**src/rtl/axi4_mem_tester_pkg.sv**
```systemverilog
// Shared definitions for the AXI4 memory tester.
//   state_e  : sequencing states of the tester FSM
//   step()   : byte distance between consecutive burst start addresses
//   pattern(): expected data word for a beat address
// The functions operate on 64-bit containers so that they stay independent of
// the tester's width parameters. Callers cast the result down to their width.
package axi4_mem_tester_pkg;

    typedef enum logic [2:0] {
        IDLE = 3'd0,
        AW   = 3'd1,
        W    = 3'd2,
        B    = 3'd3,
        AR   = 3'd4,
        R    = 3'd5,
        END  = 3'd6
    } state_e;

    // Bytes covered by one burst of burst_len+1 beats of dw bits.
    function automatic int unsigned step(input logic [7:0] burst_len, input int unsigned dw);
        return (32'(burst_len) + 32'd1) * dw / 32'd8;
    endfunction

    // Address truncated/zero-extended to dw bits, XORed with the seed, and
    // optionally inverted. Bits at and above dw are always 0.
    function automatic logic [63:0] pattern(input logic [63:0] addr,
                                            input logic [63:0] seed,
                                            input logic        invert,
                                            input int unsigned dw);
        logic [63:0] mask;
        logic [63:0] p;
        mask = (dw >= 64) ? '1 : ((64'd1 << dw) - 64'd1);
        p    = (addr ^ seed) & mask;
        if (invert) begin
            p = ~p & mask;
        end
        return p;
    endfunction

endpackage

```
**src/rtl/axi4_mem_tester.sv**
```systemverilog
// Self-checking AXI4 master: writes an address-derived pattern over a region
// of NUM_BURSTS bursts, reads it back and compares every beat.
//
// Ports
//   aclk, areset        clock, synchronous active-high reset
//   start, loop         run request (IDLE only), continue-after-pass request
//   busy, done          run in progress, one-cycle end-of-pass pulse
//   pass_cnt, err_cnt   completed passes (wraps), data mismatches (saturates)
//   first_err_addr      byte address of the first mismatch in the run
//   proto_err           sticky rlast misplacement flag
//   aw*/w*/b*/ar*/r*    AXI4 master channels, one transaction outstanding
//
// state | meaning
// IDLE  | waiting for start
// AW    | write address presented, waiting for awready
// W     | streaming BURST_LEN+1 write beats
// B     | waiting for the write response
// AR    | read address presented, waiting for arready
// R     | receiving and checking BURST_LEN+1 read beats
// END   | one-cycle end of pass, done asserted
module axi4_mem_tester
    import axi4_mem_tester_pkg::*;
#(
    parameter int unsigned          A_WIDTH    = 25,
    parameter int unsigned          D_WIDTH    = 16,
    parameter logic [7:0]           BURST_LEN  = 8'd15,
    parameter logic [A_WIDTH-1:0]   BASE_ADDR  = '0,
    parameter int unsigned          NUM_BURSTS = 16,
    parameter logic [D_WIDTH-1:0]   SEED       = '1
) (
    input  logic               aclk,
    input  logic               areset,
    input  logic               start,
    input  logic               loop,
    output logic               busy,
    output logic               done,
    output logic [15:0]        pass_cnt,
    output logic [15:0]        err_cnt,
    output logic [A_WIDTH-1:0] first_err_addr,
    output logic               proto_err,
    output logic               awvalid,
    input  logic               awready,
    output logic [A_WIDTH-1:0] awaddr,
    output logic [7:0]         awlen,
    output logic               wvalid,
    input  logic               wready,
    output logic               wlast,
    output logic [D_WIDTH-1:0] wdata,
    input  logic               bvalid,
    output logic               bready,
    output logic               arvalid,
    input  logic               arready,
    output logic [A_WIDTH-1:0] araddr,
    output logic [7:0]         arlen,
    input  logic               rvalid,
    output logic               rready,
    input  logic               rlast,
    input  logic [D_WIDTH-1:0] rdata
);

    localparam logic [A_WIDTH-1:0] BYTES_A    = A_WIDTH'(D_WIDTH / 8);
    localparam logic [A_WIDTH-1:0] STEP_A     = A_WIDTH'(step(BURST_LEN, D_WIDTH));
    localparam int unsigned        BI_W       = (NUM_BURSTS > 1) ? $clog2(NUM_BURSTS) : 1;
    localparam logic [BI_W-1:0]    LAST_BURST = BI_W'(NUM_BURSTS - 1);

    state_e             state_q;
    logic               busy_q;
    logic               done_q;
    logic [15:0]        pass_cnt_q;
    logic [15:0]        err_cnt_q;
    logic [A_WIDTH-1:0] first_err_addr_q;
    logic               err_seen_q;
    logic               proto_err_q;
    logic               awvalid_q;
    logic [A_WIDTH-1:0] awaddr_q;
    logic               wvalid_q;
    logic               wlast_q;
    logic [D_WIDTH-1:0] wdata_q;
    logic               bready_q;
    logic               arvalid_q;
    logic [A_WIDTH-1:0] araddr_q;
    logic               rready_q;
    logic [BI_W-1:0]    burst_q;
    logic [7:0]         beat_q;
    logic [A_WIDTH-1:0] burst_addr_q;
    logic [A_WIDTH-1:0] beat_addr_q;

    logic [A_WIDTH-1:0] burst_addr_d;
    logic [A_WIDTH-1:0] beat_addr_d;
    logic [D_WIDTH-1:0] wdata_first_d;
    logic [D_WIDTH-1:0] wdata_next_d;
    logic [D_WIDTH-1:0] rdata_exp_d;

    // Pattern polarity follows pass_cnt[0], so a looped pass sees the
    // already-incremented count and writes the inverted pattern.
    always_comb begin
        burst_addr_d  = burst_addr_q + STEP_A;
        beat_addr_d   = beat_addr_q + BYTES_A;
        wdata_first_d = D_WIDTH'(pattern(64'(burst_addr_q), 64'(SEED), pass_cnt_q[0], D_WIDTH));
        wdata_next_d  = D_WIDTH'(pattern(64'(beat_addr_d), 64'(SEED), pass_cnt_q[0], D_WIDTH));
        rdata_exp_d   = D_WIDTH'(pattern(64'(beat_addr_q), 64'(SEED), pass_cnt_q[0], D_WIDTH));
    end

    always_ff @(posedge aclk) begin
        if (areset) begin
            state_q          <= IDLE;
            busy_q           <= 1'b0;
            done_q           <= 1'b0;
            pass_cnt_q       <= '0;
            err_cnt_q        <= '0;
            first_err_addr_q <= '0;
            err_seen_q       <= 1'b0;
            proto_err_q      <= 1'b0;
            awvalid_q        <= 1'b0;
            awaddr_q         <= '0;
            wvalid_q         <= 1'b0;
            wlast_q          <= 1'b0;
            wdata_q          <= '0;
            bready_q         <= 1'b0;
            arvalid_q        <= 1'b0;
            araddr_q         <= '0;
            rready_q         <= 1'b0;
            burst_q          <= '0;
            beat_q           <= '0;
            burst_addr_q     <= '0;
            beat_addr_q      <= '0;
        end else begin
            done_q <= 1'b0;
            case (state_q)
                IDLE: begin
                    if (start) begin
                        err_cnt_q        <= '0;
                        first_err_addr_q <= '0;
                        err_seen_q       <= 1'b0;
                        proto_err_q      <= 1'b0;
                        busy_q           <= 1'b1;
                        burst_q          <= '0;
                        burst_addr_q     <= BASE_ADDR;
                        awaddr_q         <= BASE_ADDR;
                        awvalid_q        <= 1'b1;
                        state_q          <= AW;
                    end
                end
                AW: begin
                    if (awready) begin
                        awvalid_q   <= 1'b0;
                        wvalid_q    <= 1'b1;
                        wdata_q     <= wdata_first_d;
                        wlast_q     <= (BURST_LEN == 8'd0);
                        beat_q      <= '0;
                        beat_addr_q <= burst_addr_q;
                        state_q     <= W;
                    end
                end
                W: begin
                    if (wready) begin
                        if (beat_q == BURST_LEN) begin
                            wvalid_q <= 1'b0;
                            wlast_q  <= 1'b0;
                            bready_q <= 1'b1;
                            state_q  <= B;
                        end else begin
                            beat_q      <= beat_q + 8'd1;
                            beat_addr_q <= beat_addr_d;
                            wdata_q     <= wdata_next_d;
                            wlast_q     <= ((beat_q + 8'd1) == BURST_LEN);
                        end
                    end
                end
                B: begin
                    if (bvalid) begin
                        bready_q <= 1'b0;
                        if (burst_q == LAST_BURST) begin
                            burst_q      <= '0;
                            burst_addr_q <= BASE_ADDR;
                            araddr_q     <= BASE_ADDR;
                            arvalid_q    <= 1'b1;
                            state_q      <= AR;
                        end else begin
                            burst_q      <= burst_q + 1'b1;
                            burst_addr_q <= burst_addr_d;
                            awaddr_q     <= burst_addr_d;
                            awvalid_q    <= 1'b1;
                            state_q      <= AW;
                        end
                    end
                end
                AR: begin
                    if (arready) begin
                        arvalid_q   <= 1'b0;
                        rready_q    <= 1'b1;
                        beat_q      <= '0;
                        beat_addr_q <= burst_addr_q;
                        state_q     <= R;
                    end
                end
                R: begin
                    if (rvalid && rready_q) begin
                        if (rdata != rdata_exp_d) begin
                            if (err_cnt_q != 16'hFFFF) begin
                                err_cnt_q <= err_cnt_q + 16'd1;
                            end
                            if (!err_seen_q) begin
                                first_err_addr_q <= beat_addr_q;
                                err_seen_q       <= 1'b1;
                            end
                        end
                        if (rlast != (beat_q == BURST_LEN)) begin
                            proto_err_q <= 1'b1;
                        end
                        // Beat count alone terminates the burst; rlast only
                        // feeds the protocol check.
                        if (beat_q == BURST_LEN) begin
                            rready_q <= 1'b0;
                            if (burst_q == LAST_BURST) begin
                                done_q     <= 1'b1;
                                pass_cnt_q <= pass_cnt_q + 16'd1;
                                state_q    <= END;
                            end else begin
                                burst_q      <= burst_q + 1'b1;
                                burst_addr_q <= burst_addr_d;
                                araddr_q     <= burst_addr_d;
                                arvalid_q    <= 1'b1;
                                state_q      <= AR;
                            end
                        end else begin
                            beat_q      <= beat_q + 8'd1;
                            beat_addr_q <= beat_addr_d;
                        end
                    end
                end
                END: begin
                    if (loop) begin
                        burst_q      <= '0;
                        burst_addr_q <= BASE_ADDR;
                        awaddr_q     <= BASE_ADDR;
                        awvalid_q    <= 1'b1;
                        state_q      <= AW;
                    end else begin
                        busy_q  <= 1'b0;
                        state_q <= IDLE;
                    end
                end
                default: state_q <= IDLE;
            endcase
        end
    end

    assign busy           = busy_q;
    assign done           = done_q;
    assign pass_cnt       = pass_cnt_q;
    assign err_cnt        = err_cnt_q;
    assign first_err_addr = first_err_addr_q;
    assign proto_err      = proto_err_q;
    assign awvalid        = awvalid_q;
    assign awaddr         = awaddr_q;
    assign awlen          = BURST_LEN;
    assign wvalid         = wvalid_q;
    assign wlast          = wlast_q;
    assign wdata          = wdata_q;
    assign bready         = bready_q;
    assign arvalid        = arvalid_q;
    assign araddr         = araddr_q;
    assign arlen          = BURST_LEN;
    assign rready         = rready_q;

endmodule

```
**config.mk**
```make
export PLATFORM = sky130hd
export DESIGN_NAME = axi4_mem_tester
export DESIGN_NICKNAME = d
export VERILOG_FILES = /design/src/rtl/axi4_mem_tester_pkg.sv /design/src/rtl/axi4_mem_tester.sv
export SDC_FILE = /design/constraint.sdc
export NUM_CORES = 1
export LEC_CHECK = 0
export CORE_UTILIZATION = 60
export CTS_BUF_LIST = sky130_fd_sc_hd__clkbuf_4
export CTS_CLUSTER_SIZE = 40
export DETAILED_ROUTE_END_ITERATION = 10
export DONT_BUFFER_PORTS = 1
export PLACE_DENSITY = 0.85
export SYNTH_ARGS = -nofsm -noshare
export SYNTH_HDL_FRONTEND = slang
export SYNTH_SLANG_ARGS = --single-unit
```
**constraint.sdc**
```tcl
create_clock -name aclk -period 3.2 [get_ports aclk]
set_clock_uncertainty 0.05 [all_clocks]
set_input_delay 0.48 -clock aclk [delete_from_list [all_inputs] [get_ports aclk]]
set_output_delay 0.48 -clock aclk [all_outputs]
set_load 0.05 [all_outputs]
```
* Yosys cells after proc, flatten, opt, wreduce, memory -nomap -nowiden
Cells that the tools add are included.
Word-level totals: register bits 198, word-level logic and storage cells 195
Cells by class: add/subtract/negate cells 6, equal/unequal tests 30, mux-type cells 97, bitwise gates (word level) 9, reductions and logical operators 32
Operators by type and width (number):
- 25-bit 2-to-1 mux | 18
- 25-bit one-hot mux with 4 select lines | 2
- 16-bit 2-to-1 mux | 10
- 25-bit one-hot mux with 2 select lines | 2
- 16-bit NOT | 6
- 25-bit one-hot mux with 3 select lines | 1
- 16-bit one-hot mux with 2 select lines | 2
- 8-bit 2-to-1 mux | 5
- 2-bit inequality test (second input constant) | 18
- 16-bit by 1-bit adder with 16-bit output (second input constant) | 2
- 8-bit one-hot mux with 4 select lines | 1
- 1-bit 2-to-1 mux | 28
- 4-bit 2-to-1 mux | 7
- 4-bit AND reduction | 7
- 3-bit 2-to-1 mux | 9
- 25-bit by 2-bit adder with 25-bit output (second input constant) | 1
- 25-bit by 6-bit adder with 25-bit output (second input constant) | 1
- 3-bit one-hot mux with 7 select lines | 1
- 5-bit AND reduction | 4
- 8-bit by 4-bit == test with 1-bit output (second input constant) | 2
- 16-bit inequality test | 1
- 16-bit inequality test (second input constant) | 1
- 4-bit one-hot mux with 4 select lines | 1
- 1-bit one-hot mux with 2 select lines | 7
- 21 further kinds | 37

* Logic depth before layout (Yosys ltp)
depth after elaboration 7, gate-level depth with buffers 9

* Worst setup path after synthesis
Ideal clock, no wire load.
kind register to register, start register err_cnt_q[1] (netlist: err_cnt[1]), end register err_cnt_q[9] (netlist: err_cnt[9]), library setup time 0.070 ns, data arrival time 2.464 ns, slack 0.616 ns, stages on the path, launching flop included 9, period minus slack after synthesis 2.584 ns, cell sequence dfxtp_1 -> ha_1 -> nand3_1 -> nor4_1 -> a41o_1 -> clkbuf_1 -> a21o_1 -> o21ai_1 -> a21oi_1
On the way: cells in the longest elaborated chain, start to end 5, elaborated cells between the ends (all ways) 8
RTL lines:
- from (decl) | RTL line axi4_mem_tester.sv:70 | logic [15:0] err_cnt_q;
- from (signal assigned) | RTL line axi4_mem_tester.sv:201 | err_cnt_q <= err_cnt_q + 16'd1;
- 16-bit by 1-bit adder with 16-bit output | RTL line axi4_mem_tester.sv:201
- 16-bit 2-to-1 mux | RTL line axi4_mem_tester.sv:200 | if (err_cnt_q != 16'hFFFF) begin
- 16-bit 2-to-1 mux | RTL line axi4_mem_tester.sv:199 | if (rdata != rdata_exp_d) begin
- 16-bit 2-to-1 mux | RTL line axi4_mem_tester.sv:198 | if (rvalid && rready_q) begin
- 16-bit one-hot mux with 2 select lines | RTL line axi4_mem_tester.sv:129 | case (state_q)
Several ways; a longest one is shown, not always the timed one. The select of a mux whose other input is x is not followed. A chain may end at the register's enable or synchronous reset.

* Final worst setup path
start register state_q[1], end register araddr_q[12] (netlist: araddr[12])
On the way: cells in the longest elaborated chain, start to end 3, elaborated cells between the ends (all ways) 10
RTL lines:
- from (decl) | RTL line axi4_mem_tester.sv:66 | state_e state_q;
- from (signal assigned) | RTL line axi4_mem_tester.sv:106 | state_q <= IDLE;
- from (signal assigned) | RTL line axi4_mem_tester.sv:141 | state_q <= AW;
- from (signal assigned) | RTL line axi4_mem_tester.sv:152 | state_q <= W;
- 3-bit == test / 3-bit by 2-bit == test with 1-bit output (equally long branches) | RTL line axi4_mem_tester.sv:129
- 2-bit inequality test (no source line) / 2-bit nonzero test (equally long branches)
- 6-bit AND reduction (no source line)
- to (signal assigned) | RTL line axi4_mem_tester.sv:222 | araddr_q <= burst_addr_d;
- to (decl) | RTL line axi4_mem_tester.sv:81 | logic [A_WIDTH-1:0] araddr_q;
Several ways; a longest one is shown, not always the timed one.

==> reports/metrics.yaml <==
status: "complete, no violations"
clockBufferDepth: 2
drv_slew: 0
post_cts_resized: 0
crit_type: "flip-flop to flip-flop"
reg2reg_from: "state_q[1]"
die_x_um: 128
holdPathStages: 2
p_leak_nw: 3.53
numCtsBuffers: 17
ant_nets: 0
critPathLaunch: "state_q[1]"
cts.clk_slew.worst_paths_ns: 0.17
drive_gt1_share_pct: 8.78
synth-simple-area-share_pct: 24.8
grt_max_degree: 137
num_rows: 45
tns_ns: 0
clk_latency_ns: 0.59
synth_cell_types: 71
num_vias: 8707
grt_usage_pct: 30.1
gp_congestion: 0.948
synth_edf_count: 0
comb_power_share_pct: 11.8
firstDrtPassIters: 6
fin_crit_ns: 2.81
holdPathEnd: "bready"
antenna_found_initial: 1
start_util_pct: 62.0
swShare_pct: 32.6
avgViaCountPerCell: 6.29
p_seq_share_pct: 57.9
finalWirelength_um: 24800
p_int_mw: 2.93
nNetsFinal: 1193
period_share_pct: 87.8
hp-start: "wready"
rsz0062_at_grt: "false"
grt_pass1_vias: 7714
fmax_mhz: 356
ff2ff_path_depth: 6
setup_ws_ns: 0.391
core_um2: 15300
synth.area.mux_share_pct: 3.83
dp.final_hpwl_um: 17300
maxCapViolations: 0
synth-async-reset-ratio_pct: 0
synthCells: 1194
relSlewSlack_pct: 25.7
synth-compound-area-share_pct: 18.7
nFillCells: 1338
die_y_um: 128
hp-class: "primary input to flip-flop"
clkPwrFrac_pct: 30.3
synth-seq-cells: 185
yosys_warnings: 0
drt-initial-drc-count: 796
grt_pass1_wl_um: 39500
pin_count: 174
yosysSeqAreaShare_pct: 39.0
drc_errors: 0
tightestPinTransition_ns: 1.11
p_sw_mw: 1.42
dieArea_um2: 16300
clock_sinks: 185
cp-start-kind: "flip-flop"
grt_overflow: 0
avgSynthCellArea_um2: 7.95
cp.required_ns: 3.68
tritoncts: "done"
synth-xor-area-share_pct: 6.46
cts-root-buf: "clkbuf_4"
reg2reg_setup_slack_ns: 0.39
hold_viol: 0
synth_top_family_by_area: "simple AND/OR/NAND/NOR gates"
critPathArrivalTime_ns: 3.29
r2r-end: "araddr[12]"
wl_per_cell_um: 17.9
setup_violations: 0
power_density_nw_per_um2: 436
critPathCaptureType: "flip-flop"
synth.cell_area_um2: 9500
peakVddDrop_uv: 268
path_max_fanout: 22
synthFlopType: "dfxtp_1"
area_growth_pct: 4.95
cts_max_level: 4
synth_adder_area_share_pct: 0.922
port_buffers: 0
dp_slack_ns: 0.519
cell type report:
class                           instances  area, um^2  area share [%]
Clock inverter                         15         158            1.58
Multi-Input combinational cell        898        5290            53.0
Tap cell                              211         264            2.65
Sequential cell                       185        3710            37.2
Antenna cell                            1        2.50          0.0251
Clock buffer                           17         128            1.28
Timing Repair Buffer                   49         388            3.89
Inverter                                9        33.8           0.339
registers in the layout, indices dropped and copies added, names as in the netlist, 16 cells and up:
signal / cells
araddr: 21
awaddr: 21
beat_addr_q: 25
burst_addr_q: 20
err_cnt: 16
first_err_addr: 25
pass_cnt: 16
wdata: 16
worst max-delay path by stage:
stage                              to  cells after the start
after CTS                  araddr[12]                      6
after detailed placement   araddr[23]                      4
after global placement    err_cnt[15]                      6
final                      araddr[12]                      6
after floorplan            err_cnt[9]                      8
after global routing       araddr[23]                      6
metal layers:
metal | routed length, um | up-vias | global-route usage [%]
met3 | 2440 | 56 | 7.35
met2 | 11300 | 438 | 46.8
li1 | - | 4131 | -
met4 | 549 | 0 | 11.1
met1 | 10500 | 4082 | 40.6
met5 | 0 | - | 0
logic make-up after synthesis:
| logic type | count (synthesis) |
|---|---|
| AO/OA/AOI/OAI | 277 |
| XOR/XNOR | 70 |
| adder cells (fa/ha/maj) | 7 |
| buffers and inverters | 125 |
| flip-flops | 185 |
| multiplexers | 35 |
| other | 2 |
| AND/OR/NAND/NOR | 493 |
metrics by stage:
step                std cells  total power [mW]  cell area (um^2)  util [%]  hold slack (ns)
floorplan                1208              2.97              9550         -            0.392
global placement         1351              3.03              9650      63.0            0.405
detailed placement       1351              3.04              9650      63.0            0.416
CTS                      1384              4.34              9960      65.1         0.000554
global route             1385              4.49              9970      65.1           0.0271
finish                   1385              4.34              9970      65.1           0.0269
cell usage after synthesis, types with 24 or more instances:
master / number / area, um^2
dfxtp_1: 185 / 3700
nand2_1: 162 / 608
nor2_1: 122 / 458
a21oi_1: 86 / 430
clkbuf_1: 74 / 278
nand3_1: 70 / 350
o21ai_0: 54 / 270
a22oi_1: 43 / 323
xor2_1: 36 / 315
xnor2_1: 34 / 298
mux2i_1: 33 / 330
buf_4: 25 / 188
and3_1: 24 / 150
critical path, cell delays in order (launching register included):
cell and delay, ns:
dfxtp_1 0.81, nand3b_1 0.36, nand2_1 0.22, nor3_2 0.07, a31oi_2 0.86, a22oi_1 0.23, nor2_1 0.13
repair_timing:
action                    in CTS  in global routing
hold buffers                   1                  0
hold endpoints to repair     136                  0
setup buffers                  0                  0
placed cells by master, fill, tap and decap left out, types with 10 or more instances in the layout:
cell	count
and3_1	24
a21oi_1	86
nand4_1	16
nand3b_1	13
o21ai_0	53
nor4_1	10
xor2_1	36
conb_1	16
nor3_1	19
nand3_1	70
o31ai_1	12
o21ai_1	10
xnor2_1	34
nor2_1	121
nand2_1	162
buf_4	48
clkbuf_4	17
a22oi_1	43
mux2i_1	33
dfxtp_1	183
power groups by stage:
stage	Combinational, mW	Clock, mW	Sequential [mW]
6_report	0.512	1.32	2.52
5_1_grt	0.553	1.41	2.52
3_3_place_gp	0.466	0	2.56
2_1_floorplan	0.418	0	2.55
4_1_cts	0.504	1.33	2.51
3_5_place_dp	0.471	0	2.56
Note: power is estimated with default switching activity, not from simulation.
